## src/rtl/regfile_wb_arbiter_if.sv

```systemverilog
// Write-back request bundle for regfile_wb_arbiter.
// Carries the two requester channels: port A (ALU results) and port B (load results).
//   master : requester side, drives valid/rd/data and observes ready
//   slave  : arbiter side, observes valid/rd/data and drives ready
interface regfile_wb_arbiter_if #(
  parameter int unsigned XLEN = 64
);
  localparam int unsigned RIDX_W = 5;

  logic              a_valid;
  logic [RIDX_W-1:0] a_rd;
  logic [XLEN-1:0]   a_data;
  logic              a_ready;

  logic              b_valid;
  logic [RIDX_W-1:0] b_rd;
  logic [XLEN-1:0]   b_data;
  logic              b_ready;

  modport master (
    output a_valid, a_rd, a_data,
    output b_valid, b_rd, b_data,
    input  a_ready, b_ready
  );

  modport slave (
    input  a_valid, a_rd, a_data,
    input  b_valid, b_rd, b_data,
    output a_ready, b_ready
  );
endinterface

```

## src/rtl/regfile_wb_arbiter.sv

```systemverilog
// Write-back arbiter and busy scoreboard in front of the 32 x XLEN register file.
// Shares the file's single write port between the ALU (A) and load (B) requesters
// with round-robin arbitration, and tracks pending writes per architectural register.
// x0 is never written and never marked busy.
//
// Ports:
//   clk, reset_n       clock, asynchronous active-low reset
//   wb (slave)         A/B write-back requests and their ready handshakes
//   rsv_valid, rsv_rd  issue reservation (marks rsv_rd busy)
//   flush              synchronous clear of all busy bits
//   chk_ra, chk_rb     hazard query indices
//   busy_a, busy_b     combinational busy status of chk_ra / chk_rb
//   we, rw, Din        registered register-file write port
//
// Optional feature: define REGFILE_ARB_BYPASS_EN to add fwd_a_hit/fwd_a_data and
// fwd_b_hit/fwd_b_data, which expose the in-flight write to the hazard queries and
// mask the matching busy bit.
module regfile_wb_arbiter #(
  parameter int unsigned XLEN = 64,
  parameter int unsigned NREG = 32
) (
  input  logic                  clk,
  input  logic                  reset_n,
  regfile_wb_arbiter_if.slave   wb,
  input  logic                  rsv_valid,
  input  logic [4:0]            rsv_rd,
  input  logic                  flush,
  input  logic [4:0]            chk_ra,
  input  logic [4:0]            chk_rb,
  output logic                  busy_a,
  output logic                  busy_b,
`ifdef REGFILE_ARB_BYPASS_EN
  output logic                  fwd_a_hit,
  output logic [XLEN-1:0]       fwd_a_data,
  output logic                  fwd_b_hit,
  output logic [XLEN-1:0]       fwd_b_data,
`endif
  output logic                  we,
  output logic [4:0]            rw,
  output logic [XLEN-1:0]       Din
);

  localparam int unsigned RIDX_W = 5;

  typedef enum logic {
    PORT_A = 1'b0,
    PORT_B = 1'b1
  } port_e;

  port_e            last_q;
  logic             grant_a;
  logic             grant_b;
  logic [NREG-1:0]  busy_q;
  logic [NREG-1:0]  busy_d;

  // Round-robin grant: a lone requester wins; on contention the port not granted last wins.
  always_comb begin
    grant_a = 1'b0;
    grant_b = 1'b0;
    if (reset_n) begin
      if (wb.a_valid && (!wb.b_valid || (last_q == PORT_B))) begin
        grant_a = 1'b1;
      end else if (wb.b_valid) begin
        grant_b = 1'b1;
      end
    end
  end

  assign wb.a_ready = grant_a;
  assign wb.b_ready = grant_b;

  // Write port register; rw/Din hold when idle, x0 requests are consumed with we low.
  always_ff @(posedge clk or negedge reset_n) begin
    if (!reset_n) begin
      we     <= 1'b0;
      rw     <= '0;
      Din    <= '0;
      last_q <= PORT_B;
    end else begin
      we <= 1'b0;
      if (grant_a) begin
        we     <= (wb.a_rd != RIDX_W'(0));
        rw     <= wb.a_rd;
        Din    <= wb.a_data;
        last_q <= PORT_A;
      end else if (grant_b) begin
        we     <= (wb.b_rd != RIDX_W'(0));
        rw     <= wb.b_rd;
        Din    <= wb.b_data;
        last_q <= PORT_B;
      end
    end
  end

  // Scoreboard update: retire clear, then younger reservation wins, flush overrides both.
  always_comb begin
    busy_d = busy_q;
    if (we) begin
      busy_d[rw] = 1'b0;
    end
    if (rsv_valid && (rsv_rd != RIDX_W'(0))) begin
      busy_d[rsv_rd] = 1'b1;
    end
    if (flush) begin
      busy_d = '0;
    end
    busy_d[0] = 1'b0;
  end

  always_ff @(posedge clk or negedge reset_n) begin
    if (!reset_n) begin
      busy_q <= '0;
    end else begin
      busy_q <= busy_d;
    end
  end

`ifdef REGFILE_ARB_BYPASS_EN
  // The in-flight write satisfies a matching query, so its busy bit is masked.
  assign fwd_a_hit  = we && (rw == chk_ra) && (chk_ra != RIDX_W'(0));
  assign fwd_b_hit  = we && (rw == chk_rb) && (chk_rb != RIDX_W'(0));
  assign fwd_a_data = Din;
  assign fwd_b_data = Din;
  assign busy_a     = busy_q[chk_ra] & ~fwd_a_hit;
  assign busy_b     = busy_q[chk_rb] & ~fwd_b_hit;
`else
  assign busy_a     = busy_q[chk_ra];
  assign busy_b     = busy_q[chk_rb];
`endif

endmodule

```

## src/flat_wrapper.sv

```systemverilog
// flat-port wrapper written by rule: the top's interface ports become plain ports
module regfile_wb_arbiter_flat 
#(
  parameter int unsigned XLEN = 64,
  parameter int unsigned NREG = 32
)
  (clk, reset_n, rsv_valid, rsv_rd, flush, chk_ra, chk_rb, busy_a, busy_b, we, rw, Din, wb_a_valid, wb_a_rd, wb_a_data, wb_b_valid, wb_b_rd, wb_b_data, wb_a_ready, wb_b_ready);
  regfile_wb_arbiter_if #(.XLEN(XLEN)) wb_i ();
  input  logic clk;
  input  logic reset_n;
  input  logic rsv_valid;
  input  logic [4:0] rsv_rd;
  input  logic flush;
  input  logic [4:0] chk_ra;
  input  logic [4:0] chk_rb;
  output logic busy_a;
  output logic busy_b;
  output logic we;
  output logic [4:0] rw;
  output logic [XLEN-1:0] Din;
  input wire logic [$bits(wb_i.a_valid)-1:0] wb_a_valid;
  input wire logic [$bits(wb_i.a_rd)-1:0] wb_a_rd;
  input wire logic [$bits(wb_i.a_data)-1:0] wb_a_data;
  input wire logic [$bits(wb_i.b_valid)-1:0] wb_b_valid;
  input wire logic [$bits(wb_i.b_rd)-1:0] wb_b_rd;
  input wire logic [$bits(wb_i.b_data)-1:0] wb_b_data;
  output wire logic [$bits(wb_i.a_ready)-1:0] wb_a_ready;
  output wire logic [$bits(wb_i.b_ready)-1:0] wb_b_ready;
  assign wb_i.a_valid = wb_a_valid;
  assign wb_i.a_rd = wb_a_rd;
  assign wb_i.a_data = wb_a_data;
  assign wb_i.b_valid = wb_b_valid;
  assign wb_i.b_rd = wb_b_rd;
  assign wb_i.b_data = wb_b_data;
  assign wb_a_ready = wb_i.a_ready;
  assign wb_b_ready = wb_i.b_ready;
  regfile_wb_arbiter #(.XLEN(XLEN), .NREG(NREG)) u_core (.clk(clk), .reset_n(reset_n), .wb(wb_i), .rsv_valid(rsv_valid), .rsv_rd(rsv_rd), .flush(flush), .chk_ra(chk_ra), .chk_rb(chk_rb), .busy_a(busy_a), .busy_b(busy_b), .we(we), .rw(rw), .Din(Din));
endmodule
```

## config.mk

```make
export PLATFORM = sky130hd
export DESIGN_NAME = regfile_wb_arbiter_flat
export DESIGN_NICKNAME = d
export VERILOG_FILES = /design/src/rtl/regfile_wb_arbiter_if.sv /design/src/rtl/regfile_wb_arbiter.sv /design/src/flat_wrapper.sv
export SDC_FILE = /design/constraint.sdc
export NUM_CORES = 1
export LEC_CHECK = 0
export BUFFER_PORTS_ARGS = -buffer_cell sky130_fd_sc_hd__buf_2
export CORE_AREA = 10 10 120 122
export CTS_BUF_LIST = sky130_fd_sc_hd__clkbuf_8
export DETAILED_ROUTE_END_ITERATION = 6
export DIE_AREA = 0 0 130 132
export PLACE_DENSITY = 0.75
export SYNTH_ARGS = -nofsm -noshare
export SYNTH_HDL_FRONTEND = slang
export SYNTH_SLANG_ARGS = --single-unit
export TNS_END_PERCENT = 20
```

## constraint.sdc

```tcl
create_clock -name clk -period 1.35 [get_ports clk]
set_input_delay 0.2025 -clock clk [delete_from_list [all_inputs] [get_ports clk]]
set_output_delay 0.2025 -clock clk [all_outputs]
set_load 0.01 [all_outputs]
```

==> run_results.csv <==
group,metric,value,unit
power,leakage,3.52,nW
synthesis,ys_ff_latch,102,
critical_path,cp_max_fo,3,
finish,syn2layout_area_growth,48.2,%
synthesis,ys.warnings.count,0,
floorplanning,ioPinCount,233,
power,peakVddDrop,0.000717,V
sta,period_minus_slack,1.91,ns
floorplanning,start_util,43.2,%
routing,ant_nets,0,
synthesis,synth_edf_count,0,
floorplanning,rows,40,
synthesis,ys.flop_type,"dfrtp_1",
sta,fin_tns_setup,-7.50,ns
critical_path,rr_startpoint,"u_core.last_q",
power,comb_power_share,29.9,%
grt,grt_max_degree,102,
sta,fmax,0.523,GHz
sta,rsz0062_at_grt,"yes",
synthesis,syn_avg_cell_area,8.59,um2
routing,vias_per_cell,5.51,
placement,gp_congestion,0.863,
synthesis,synth_cell_type_count,32,
flow_run,max_cap_violations,0,
critical_path,crit_start,"u_core.busy_q[7]",
sta,timing.final.crit_share,142,%
routing,remaining_drc_errors,0,
sta,holdWs,0.0639,ns
power,power,7.86,mW
placement,port_buffers,232,
sta,hold_viol_final,0,
power,p_sw_share,32.6,%
critical_path,cp-start-kind,"flop",
grt,grt_pass1_wl,30500,um
sta,worstMarginPinSlew,0.547,ns
clock_tree,htree_levels,3,
power,seqPwrFrac,46.4,%
placement,place_inst,972,
floorplanning,die-area,0.0172,mm2
critical_path,cpMaxStageDelayCell,"mux4_2",
routing,via_count,5575,
power,p_clk_share,23.7,%
synthesis,synth_fp_nets,758,
grt,grt.overflow.total,0,
synthesis,netlist_area,0.00515,mm2
finish,multiInputGateArea,0.00281,mm2
clock_tree,clockBufferDepth,2,
critical_path,worstPathArrival,1.71,ns
power,internal_power,5.30,mW
sta,clock_skew,0.00595,ns
clock_tree,cts_buffers,9,
routing,routedWlPerCell,19.9,um
sta,relSlewSlack,63.5,%
grt,grt_pass1_vias,5706,
clock_tree,cts_tree,"yes",
routing,drt_iter0_drc,391,
floorplanning,fp.dieW,130,um
finish,seqCellArea,0.00256,mm2
finish,nFillCells,982,
sta,setup_viol_count_final,74,
routing,drt_pass1_iterations,5,
finish,final_cells,1011,
clock_tree,clkTransAtPathRegs,0.09,ns
grt,track_usage,22.4,%
synthesis,synthArstFlopShare,100,%
power,power_switching,2.56,mW
finish,final_layout_size_suffix_gt1_share,44.6,%
worst_hold_path,hp-start,"wb_a_data[31]",
critical_path,cp.buffers_inverters,1,
routing,wl,20100,um
synthesis,synth_cells,599,
finish,fin_nets,1010,
power,powerDensity,1030,mW/mm2
sta,finalWorstSetupSlack,-0.561,ns
floorplanning,fp.coreArea,0.0119,mm2
critical_path,slowest_delay,0.46,ns
critical_path,cp-end-kind,"output port",
floorplanning,dieHeight,132,um
critical_path,path_cells,"mux4_2, nand2b_4, o211ai_1, nand4_1, buf_2",
clock_tree,root_buffer,"clkbuf_8",
synthesis,ys_seq_area_share,49.6,%
status,violations,"negative setup slack",
critical_path,cp.required,1.15,ns
placement,dp_hpwl,14300,um
worst_hold_path,hold_path_class,"primary input to flop",
sta,drv_slew,0,
critical_path,crit_family,"multiplexers",
status,status,"finished with violations",
critical_path,crit_type,"flop to output port",
clock_tree,cts.sinks,102,
grt,antenna_found_initial,9,
clock_tree,clock_latency,0.37,ns
## worst paths after layout
| path | cells after the start | end | slack [ns] |
|---|---|---|---|
| setup reg to reg | 7 | u_core.Din[33] | -0.17 |
| max in group asynchronous | 3 | u_core.rw[4] | 0.39 |
| min in group asynchronous | 2 | u_core.last_q | 0.41 |
| hold / removal | 3 | u_core.Din[31] | 0.06 |
| hold reg to reg | 2 | u_core.Din[21] | 0.54 |
| setup / recovery | 5 | busy_b | -0.56 |
## layout make-up
cell class              count  share of cell area, %
multi-input cells         449                   36.8
flip-flops and latches    102                   33.5
repair buffers            284                   24.2
well taps                 147                   2.41
clock buffers              12                   2.16
inverters                   5                  0.344
clock inverters             4                  0.262
diodes                      8                  0.262
## stage by stage
step	util, %	worst slack (ns)	area, um2
floorplan	-	-0.0352	5240
global route	64.0	-0.655	7620
CTS	61.8	-0.593	7370
global placement	56.5	-0.208	6730
finish	64.0	-0.561	7630
detailed placement	56.5	-0.219	6730
## tightest hold or removal path: stages
cell,delay (ns)
buf_2,0.09
nor2_2,0.03
nor2_1,0.08
## state kept, by name (all words and copies together) (netlist names)
signal         flops
u_core.Din        64
u_core.busy_q     31
u_core.last_q      1
u_core.rw          5
u_core.we          1
## synthesized netlist by cell type, types with 2 or more instances
cell         n  share of area (%)
nand2_1    131                9.6
nor2_1     102                7.4
dfrtp_1    101                 49
a31oi_1     45                5.5
a21oi_1     38                3.7
o21ai_0     33                3.2
clkbuf_1    26                1.9
o32ai_1     24                4.1
mux2i_1     18                3.5
buf_2       17                1.7
nand3_1     10               0.97
mux4_2       6                2.6
nand3b_1     5               0.73
a22oi_1      4               0.58
inv_1        4               0.29
nand2b_1     4               0.49
nor2b_1      4               0.49
nor3b_1      4               0.58
and3b_1      3               0.51
a211oi_1     2               0.29
and3_1       2               0.24
nand4_1      2               0.24
o2111ai_1    2               0.34
o211ai_1     2               0.29
or3b_2       2               0.34
or4_1        2               0.29
## what timing repair did
item,4_1_cts,5_1_grt
hold endpoints to repair,102,0
pin swaps,10,4
hold buffers,1,0
cloned,6,0
setup buffers,9,1
gates resized for setup,55,66
setup endpoints to repair,64,79
## per-layer routing
metal,vias up,GRT usage [%],wire length (um)
met5,-,0,15
met4,2,8.38,449
met3,35,8.41,2000
met2,255,37.5,10300
met1,2670,25.1,7320
li1,2613,-,-
## placed cells by master (no fill, tap or decap), drive strengths merged, types with 2 or more instances in the layout
cell / n
and3b: 3
or4: 2
nand4: 2
o32ai: 24
diode: 8
and3: 2
nor3b: 4
nand2b: 4
nand3b: 5
a211oi: 2
nor2: 102
o2111ai: 2
nor2b: 4
nand3: 10
a21oi: 38
a22oi: 4
clkinv: 4
mux2i: 18
inv: 5
mux4: 6
buf: 283
a31oi: 45
o211ai: 2
or3b: 2
dfrtp: 101
o21ai: 33
clkbuf: 12
nand2: 131
## cells by family after synthesis
family          count (synthesis)  share of synthesized area [%]
simple gates                  274                           22.2
mux                            24                           6.13
buf+inv                        48                           3.91
compound gates                151                           18.1
flops                         102                           49.6
## power groups by stage
| stage | clock network (mW) | logic (mW) | registers, mW |
|---|---|---|---|
| global route | 2.03 | 2.55 | 3.70 |
| floorplan | 0 | 0.785 | 3.83 |
| finish | 1.86 | 2.35 | 3.65 |
| global placement | 0 | 1.98 | 3.67 |
| CTS | 1.90 | 2.21 | 3.63 |
| detailed placement | 0 | 2.01 | 3.67 |
(Power assumes the default switching activity.)
